**config.mk**
```make
export PLATFORM = sky130hd
export DESIGN_NAME = mc_control_flat
export DESIGN_NICKNAME = d
export VERILOG_FILES = /design/src/rtl/mc_control_if.sv /design/src/rtl/mc_control.sv /design/src/flat_wrapper.sv
export SDC_FILE = /design/constraint.sdc
export NUM_CORES = 1
export LEC_CHECK = 0
export CAP_MARGIN = 20
export CORE_MARGIN = 2
export CORE_UTILIZATION = 43
export DETAILED_ROUTE_END_ITERATION = 7
export PLACE_DENSITY_LB_ADDON = 0.2
export REMOVE_ABC_BUFFERS = 1
export SLEW_MARGIN = 20
export SYNTH_ARGS = -nofsm -noshare
export SYNTH_HDL_FRONTEND = slang
export SYNTH_SLANG_ARGS = --single-unit
export TNS_END_PERCENT = 20
```
**constraint.sdc**
```tcl
create_clock -name CLK -period 1.9 [get_ports CLK]
set_input_delay 0.285 -clock CLK [delete_from_list [all_inputs] [get_ports CLK]]
set_output_delay 0.285 -clock CLK [all_outputs]
set_load 0.03 [all_outputs]
```
**src/rtl/mc_control_if.sv**
```systemverilog
// Control bundle between the multi-cycle control unit (master) and the
// datapath / register file it steers (slave).
interface mc_control_if;
    logic [5:0]  Op;
    logic [5:0]  Funct;
    logic        Zero;
    logic        PCWr;
    logic        IRWr;
    logic        RFWr;
    logic        MemWr;
    logic [1:0]  RegDst;
    logic [1:0]  MemToReg;
    logic        ALUSrcA;
    logic [1:0]  ALUSrcB;
    logic [2:0]  ALUOp;
    logic [1:0]  PCSrc;
    logic        ExtOp;
    logic [3:0]  State;
    logic [31:0] ICount;

    modport master (
        input  Op, Funct, Zero,
        output PCWr, IRWr, RFWr, MemWr, RegDst, MemToReg, ALUSrcA, ALUSrcB,
               ALUOp, PCSrc, ExtOp, State, ICount
    );

    modport slave (
        output Op, Funct, Zero,
        input  PCWr, IRWr, RFWr, MemWr, RegDst, MemToReg, ALUSrcA, ALUSrcB,
               ALUOp, PCSrc, ExtOp, State, ICount
    );
endinterface

```
**src/rtl/mc_control.sv**
```systemverilog
// Multi-cycle MIPS-subset control unit: instruction-step FSM, datapath mux
// selects, write enables and a retired-instruction counter.
module mc_control (
    input  logic         CLK,
    input  logic         RST,
    mc_control_if.master bus
);
    typedef enum logic [3:0] {
        S_IF  = 4'd0,
        S_ID  = 4'd1,
        S_EX  = 4'd2,
        S_AWB = 4'd3,
        S_MA  = 4'd4,
        S_MR  = 4'd5,
        S_LWB = 4'd6,
        S_SW  = 4'd7,
        S_BR  = 4'd8,
        S_J   = 4'd9
    } state_t;

    typedef struct packed {
        logic       pcwr;
        logic       irwr;
        logic       rfwr;
        logic       memwr;
        logic [1:0] regdst;
        logic [1:0] memtoreg;
        logic       alusrca;
        logic [1:0] alusrcb;
        logic [2:0] aluop;
        logic [1:0] pcsrc;
        logic       extop;
        logic       br;
    } ctrl_t;

    localparam logic [5:0] OP_R    = 6'b000000;
    localparam logic [5:0] OP_LW   = 6'b100011;
    localparam logic [5:0] OP_SW   = 6'b101011;
    localparam logic [5:0] OP_BEQ  = 6'b000100;
    localparam logic [5:0] OP_ADDI = 6'b001000;
    localparam logic [5:0] OP_ORI  = 6'b001101;
    localparam logic [5:0] OP_J    = 6'b000010;
    localparam logic [5:0] OP_JAL  = 6'b000011;

    localparam logic [5:0] FN_ADD = 6'b100000;
    localparam logic [5:0] FN_SUB = 6'b100010;
    localparam logic [5:0] FN_AND = 6'b100100;
    localparam logic [5:0] FN_OR  = 6'b100101;
    localparam logic [5:0] FN_SLT = 6'b101010;

    localparam logic [2:0] ALU_ADD = 3'd0;
    localparam logic [2:0] ALU_SUB = 3'd1;
    localparam logic [2:0] ALU_AND = 3'd2;
    localparam logic [2:0] ALU_OR  = 3'd3;
    localparam logic [2:0] ALU_SLT = 3'd4;

    function automatic logic legal_funct(input logic [5:0] funct);
        logic ok;
        case (funct)
            FN_ADD, FN_SUB, FN_AND, FN_OR, FN_SLT: ok = 1'b1;
            default:                               ok = 1'b0;
        endcase
        return ok;
    endfunction

    function automatic logic [2:0] funct_aluop(input logic [5:0] funct);
        logic [2:0] a;
        case (funct)
            FN_SUB:  a = ALU_SUB;
            FN_AND:  a = ALU_AND;
            FN_OR:   a = ALU_OR;
            FN_SLT:  a = ALU_SLT;
            default: a = ALU_ADD;
        endcase
        return a;
    endfunction

    function automatic state_t next_state(input state_t s, input logic [5:0] op,
                                          input logic [5:0] funct);
        state_t n;
        n = S_IF;
        case (s)
            S_IF: n = S_ID;
            S_ID: begin
                case (op)
                    OP_R:            n = legal_funct(funct) ? S_EX : S_IF;
                    OP_ADDI, OP_ORI: n = S_EX;
                    OP_LW, OP_SW:    n = S_MA;
                    OP_BEQ:          n = S_BR;
                    OP_J, OP_JAL:    n = S_J;
                    default:         n = S_IF;
                endcase
            end
            S_EX:    n = S_AWB;
            S_MA:    n = (op == OP_LW) ? S_MR : S_SW;
            S_MR:    n = S_LWB;
            default: n = S_IF;
        endcase
        return n;
    endfunction

    // Moore decode; br marks the cycle where PCWr follows the live Zero flag.
    function automatic ctrl_t decode(input state_t s, input logic [5:0] op,
                                     input logic [5:0] funct);
        ctrl_t c;
        c = ctrl_t'(18'd0);
        case (s)
            S_IF: begin
                c.irwr    = 1'b1;
                c.pcwr    = 1'b1;
                c.alusrcb = 2'd1;
            end
            S_ID: begin
                c.alusrcb = 2'd3;
                c.extop   = 1'b1;
            end
            S_EX: begin
                if (op == OP_R) begin
                    c.alusrca = 1'b1;
                    c.aluop   = funct_aluop(funct);
                end else if (op == OP_ADDI) begin
                    c.alusrcb = 2'd2;
                    c.extop   = 1'b1;
                end else begin
                    c.alusrcb = 2'd2;
                    c.aluop   = ALU_OR;
                end
            end
            S_AWB: begin
                c.rfwr   = 1'b1;
                c.regdst = (op == OP_R) ? 2'd1 : 2'd0;
            end
            S_MA: begin
                c.alusrca = 1'b1;
                c.alusrcb = 2'd2;
                c.extop   = 1'b1;
            end
            S_LWB: begin
                c.rfwr     = 1'b1;
                c.memtoreg = 2'd1;
            end
            S_SW: c.memwr = 1'b1;
            S_BR: begin
                c.alusrca = 1'b1;
                c.aluop   = ALU_SUB;
                c.pcsrc   = 2'd1;
                c.br      = 1'b1;
            end
            S_J: begin
                c.pcwr  = 1'b1;
                c.pcsrc = 2'd2;
                if (op == OP_JAL) begin
                    c.rfwr     = 1'b1;
                    c.regdst   = 2'd2;
                    c.memtoreg = 2'd2;
                end else begin
                    c.rfwr = 1'b0;
                end
            end
            default: c = ctrl_t'(18'd0);
        endcase
        return c;
    endfunction

    state_t      state_r;
    ctrl_t       ctrl_r;
    logic [31:0] icount_r;
    state_t      nxt_s;
    logic        retire_s;
    logic        valid_s;
    logic        wr_ok_s;

    assign nxt_s    = next_state(state_r, bus.Op, bus.Funct);
    assign retire_s = (state_r == S_AWB) || (state_r == S_LWB) || (state_r == S_SW) ||
                      (state_r == S_BR)  || (state_r == S_J);

    // Step the FSM and register the controls of the state being entered.
    always_ff @(posedge CLK) begin
        if (RST) begin
            state_r  <= S_IF;
            ctrl_r   <= decode(S_IF, bus.Op, bus.Funct);
            icount_r <= 32'd0;
        end else begin
            state_r <= nxt_s;
            ctrl_r  <= decode(nxt_s, bus.Op, bus.Funct);
            if (retire_s) begin
                icount_r <= icount_r + 32'd1;
            end else begin
                icount_r <= icount_r;
            end
        end
    end

    // An upset into an unused encoding silences every output until IF.
    assign valid_s = (4'(state_r) <= 4'd9);
    assign wr_ok_s = valid_s & ~RST;

    assign bus.PCWr     = (ctrl_r.pcwr | (ctrl_r.br & bus.Zero)) & wr_ok_s;
    assign bus.IRWr     = ctrl_r.irwr  & wr_ok_s;
    assign bus.RFWr     = ctrl_r.rfwr  & wr_ok_s;
    assign bus.MemWr    = ctrl_r.memwr & wr_ok_s;
    assign bus.RegDst   = valid_s ? ctrl_r.regdst   : 2'd0;
    assign bus.MemToReg = valid_s ? ctrl_r.memtoreg : 2'd0;
    assign bus.ALUSrcA  = ctrl_r.alusrca & valid_s;
    assign bus.ALUSrcB  = valid_s ? ctrl_r.alusrcb  : 2'd0;
    assign bus.ALUOp    = valid_s ? ctrl_r.aluop    : 3'd0;
    assign bus.PCSrc    = valid_s ? ctrl_r.pcsrc    : 2'd0;
    assign bus.ExtOp    = ctrl_r.extop & valid_s;
    assign bus.State    = state_r;
    assign bus.ICount   = icount_r;
endmodule
```
**src/flat_wrapper.sv**
```systemverilog
// flat-port wrapper written by rule: the top's interface ports become plain ports
module mc_control_flat 
  (CLK, RST, bus_Op, bus_Funct, bus_Zero, bus_PCWr, bus_IRWr, bus_RFWr, bus_MemWr, bus_RegDst, bus_MemToReg, bus_ALUSrcA, bus_ALUSrcB, bus_ALUOp, bus_PCSrc, bus_ExtOp, bus_State, bus_ICount);
  mc_control_if bus_i ();
  input  logic CLK;
  input  logic RST;
  input wire logic [$bits(bus_i.Op)-1:0] bus_Op;
  input wire logic [$bits(bus_i.Funct)-1:0] bus_Funct;
  input wire logic [$bits(bus_i.Zero)-1:0] bus_Zero;
  output wire logic [$bits(bus_i.PCWr)-1:0] bus_PCWr;
  output wire logic [$bits(bus_i.IRWr)-1:0] bus_IRWr;
  output wire logic [$bits(bus_i.RFWr)-1:0] bus_RFWr;
  output wire logic [$bits(bus_i.MemWr)-1:0] bus_MemWr;
  output wire logic [$bits(bus_i.RegDst)-1:0] bus_RegDst;
  output wire logic [$bits(bus_i.MemToReg)-1:0] bus_MemToReg;
  output wire logic [$bits(bus_i.ALUSrcA)-1:0] bus_ALUSrcA;
  output wire logic [$bits(bus_i.ALUSrcB)-1:0] bus_ALUSrcB;
  output wire logic [$bits(bus_i.ALUOp)-1:0] bus_ALUOp;
  output wire logic [$bits(bus_i.PCSrc)-1:0] bus_PCSrc;
  output wire logic [$bits(bus_i.ExtOp)-1:0] bus_ExtOp;
  output wire logic [$bits(bus_i.State)-1:0] bus_State;
  output wire logic [$bits(bus_i.ICount)-1:0] bus_ICount;
  assign bus_i.Op = bus_Op;
  assign bus_i.Funct = bus_Funct;
  assign bus_i.Zero = bus_Zero;
  assign bus_PCWr = bus_i.PCWr;
  assign bus_IRWr = bus_i.IRWr;
  assign bus_RFWr = bus_i.RFWr;
  assign bus_MemWr = bus_i.MemWr;
  assign bus_RegDst = bus_i.RegDst;
  assign bus_MemToReg = bus_i.MemToReg;
  assign bus_ALUSrcA = bus_i.ALUSrcA;
  assign bus_ALUSrcB = bus_i.ALUSrcB;
  assign bus_ALUOp = bus_i.ALUOp;
  assign bus_PCSrc = bus_i.PCSrc;
  assign bus_ExtOp = bus_i.ExtOp;
  assign bus_State = bus_i.State;
  assign bus_ICount = bus_i.ICount;
  mc_control u_core (.CLK(CLK), .RST(RST), .bus(bus_i));
endmodule
```
==> run_results.csv <==
group,metric,value,unit
critical_path,arrival,2140,ps
clocking,worstSkewPairLatency,300,ps
logic_synthesis,synth-edff-count,0,
floorplan,die_h,80.67,microns
floorplan,fp.dieArea,6507,sq um
critical_path,critPathKind,"flop to flop",
critical_path,required,2150,ps
final_layout,n_antenna_cell,0,
route,drc_errors,0,
sta,setup_slack,9.892,ps
critical_path,rr_worst_depth,5,
logic_synthesis,synth-xor-area-share,4.158,%
route,ant_nets,0,
logic_synthesis,muxShareOfSynthArea,0.8416,%
place,port_buffers,67,
clocking,clock_path_buffers,2,
power,switchingPower,0.4778,mW
route,first_iter_violations,57,
power,p_int,1.489,mW
final_layout,fin_util,67.36,%
clocking,clock-sinks,53,
global_route,grt_pass1_vias,2430,
critical_path,critPathLaunchType,"flop",
route,routed_wl,6.392,mm
power,leakage,1.467,nW
clocking,cts_tree,"yes",
logic_synthesis,synth_top_family_by_area,"simple AND/OR/NAND/NOR gates",
place,place_inst,478,
sta,clock.fmax,529.1,MHz
route,firstDrtPassIters,4,
critical_path,regToRegSetupSlack,10,ps
power,clkPwrFrac,31.3,%
logic_synthesis,synthCells,305,
sta,rsz0062_at_grt,"true",
power,power_frac_comb,11.4,%
logic_synthesis,synth_fa_ha_area_share,0.4950,%
floorplan,die_w,80.67,microns
route,vias_per_cell,5.314,
global_route,grt_antenna_before_repair,0,
final_layout,final.fill_count,491,
power,max-vdd-ir-drop,0.3160,mV
sta,maxSlewHeadroom,73.95,%
power,power_density,520.7,nW/um^2
place,gp_congestion,0.8708,
clocking,clk_pin_slew,90,ps
place,dp_hpwl,4.714,mm
critical_path,cp-startpoint,"u_core.bus.State[1]",
critical_path,endpoint_kind,"flop",
logic_synthesis,ys.flop_type,"dfxtp_1",
sta,setup_viol,0,
logic_synthesis,netlist_area,2527,sq um
global_route,grt_max_degree,30,
critical_path,rr_endpoint,"u_core.ctrl_r[9]",
floorplan,core,5608,sq um
floorplan,rows,27,
floorplan,ios,68,
logic_synthesis,synthDistinctLibCells,46,
floorplan,initial_core_util,45.07,%
logic_synthesis,synthArstFlopShare,0,%
min_path,hold_path_class,"flop to flop",
logic_synthesis,synth.avg_cell_area,8.287,sq um
global_route,grt_overflow,0,
clocking,root_buffer,"clkbuf_8",
clocking,h-tree-depth,2,
sta,tightest_slew,380.8,ps
job,maxCapViolCount,0,
critical_path,crit_end,"u_core.ctrl_r[9]",
clocking,numCtsBuffers,5,
power,p_total,1.967,mW
logic_synthesis,ys_seq_elements,53,
route,vias,2609,
logic_synthesis,ys_seq_area_share,41.98,%
critical_path,worstPathMaxFanout,6,
final_layout,final_nets,434,
global_route,grt_usage,20.31,%
logic_synthesis,synth_warnings,0,
sta,slew_violations,0,
final_layout,drive_above_1_share,24.58,%
sta,period_needed,1890,ps
final_layout,area_growth,49.46,%
sta,skew,3.189,ps
logic_synthesis,synth-simple-area-share,35.35,%
power,switching_share,24.29,%
clocking,cts_hold_buffers,0,
critical_path,reg2reg_from,"u_core.bus.State[1]",
route,wire_per_inst,13.02,microns
status,outcome,"finished, final reports clean",
place,dp_slack,-295.0,ps
logic_synthesis,synth-compound-area-share,14.16,%
global_route,grt_pass1_wl,10.54,mm
sta,period_share,99.48,%
sta,hold_viol_final,0,
power,pwr-share-seq,57.3,%
final_layout,fin_cells,491,
## kinds of logic (layout without fill, tap and decap cells)
family                   count (synthesis)  count (layout)
adder cells (fa/ha/maj)                  1               1
AO/OA/AOI/OAI                           60              60
AND/OR/NAND/NOR                        157             157
flip-flops                              53              53
multiplexers                             2               2
buffers and inverters                   20             134
XOR/XNOR                                12              12
## final cells by class
cell class	count	area, sq um	area share [%]
clock buffer	5	68.82	1.822
inverter	8	30.03	0.7950
multi-input combinational	232	1439	38.09
tap	72	90.09	2.385
clock inverter	3	17.52	0.4637
sequential	53	1070	28.32
timing repair buffer	118	1062	28.12
## power groups by stage
stage / Combinational, mW / Clock [mW] / Sequential (mW)
floorplan: 0.0854 / 0 / 1.16
global placement: 0.216 / 0 / 1.15
detailed placement: 0.219 / 0 / 1.15
CTS: 0.219 / 0.632 / 1.13
global route: 0.242 / 0.682 / 1.13
finish: 0.224 / 0.615 / 1.13
## cells in the final DEF, fill, tap and decap left out, types with 2 or more instances in the layout
cell / Yosys / final
clkinv_2: 0 / 2
buf_4: 0 / 61
or3_1: 15 / 15
clkdlybuf4s50_1: 0 / 48
clkbuf_8: 0 / 5
or4_4: 0 / 2
inv_1: 8 / 8
dlymetal6s2s_1: 0 / 2
and3_1: 8 / 8
nand4_1: 14 / 14
a21oi_1: 23 / 22
nand2b_1: 6 / 6
or2_2: 3 / 3
nor4_2: 0 / 2
o21a_1: 2 / 2
buf_6: 0 / 3
nor4_1: 7 / 5
nand3_1: 8 / 8
xor2_1: 6 / 6
nand2_1: 21 / 21
buf_12: 0 / 3
nor3_1: 7 / 7
nor4b_1: 2 / 2
or4_1: 6 / 4
a21o_1: 2 / 2
a32o_1: 2 / 2
dfxtp_2: 0 / 7
nor2_1: 27 / 26
nor3b_1: 3 / 3
dfxtp_1: 53 / 46
o31ai_1: 4 / 4
xnor2_1: 6 / 6
o21ai_0: 17 / 17
and2_1: 16 / 16
nor2b_1: 5 / 4
## metal layers
| metal | global-route usage, % | routed length, microns | vias to the layer above |
|---|---|---|---|
| li1 | - | - | 1325 |
| met1 | 25.33 | 2918 | 1212 |
| met2 | 35.00 | 3121 | 63 |
| met3 | 3.708 | 248 | 9 |
| met4 | 6.949 | 104 | 0 |
| met5 | 0 | 0 | - |
## stage by stage
step / cell area [sq um] / hold WS (ps) / TNS [ps]
after detailed placement: 3582 / 482.5 / -1935
final: 3777 / 499.7 / 0
after CTS: 3675 / 497.4 / 0
after global placement: 3582 / 472.4 / -1341
after global routing: 3777 / 542.7 / -37.01
after floorplan: 2481 / 354.1 / -5378
## worst min path at each step
stage | from | end | slack, ps | depth (start not counted)
2_1_floorplan | RST | u_core.bus.ICount[11] | 350 | 1
3_3_place_gp | u_core.bus.ICount[31] | u_core.bus.ICount[31] | 470 | 2
3_5_place_dp | u_core.bus.ICount[31] | u_core.bus.ICount[31] | 480 | 2
4_1_cts | u_core.bus.ICount[31] | u_core.bus.ICount[31] | 500 | 2
5_1_grt | u_core.bus.ICount[31] | u_core.bus.ICount[31] | 540 | 2
6_report | u_core.bus.ICount[31] | u_core.bus.ICount[31] | 500 | 2
## critical path: stages (launching register included)
cell,delay [ps]
dfxtp_2,350
or4b_4,550
or2_4,280
or3_4,400
nand2_1,90
a32o_1,170
## sequential cells by signal, summed over array words and instances, names as in the netlist
register,count
u_core.ctrl_r,17
u_core.bus.ICount,32
u_core.bus.State,4
## synth_stat cells (6+ instances only)
cell type	count	area share, %
a21oi_1	23	4.6
and2_1	16	4.0
and3_1	8	2.0
clkbuf_1	11	1.6
dfxtp_1	53	42
inv_1	8	1.2
nand2_1	21	3.1
nand2b_1	6	1.5
nand3_1	8	1.6
nand4_1	14	3.5
nor2_1	27	4.0
nor3_1	7	1.4
nor4_1	7	1.7
o21ai_0	17	3.4
or3_1	15	3.7
or4_1	6	1.8
xnor2_1	6	2.1
xor2_1	6	2.1
## what timing repair did
action / CTS / global route
cloned: 0 / 0
buffers inserted: 0 / 5
endpoints found under the setup margin: 3 / 10
resized for setup: 1 / 22
pin swaps: 0 / 12
(Power assumes the default switching activity.)
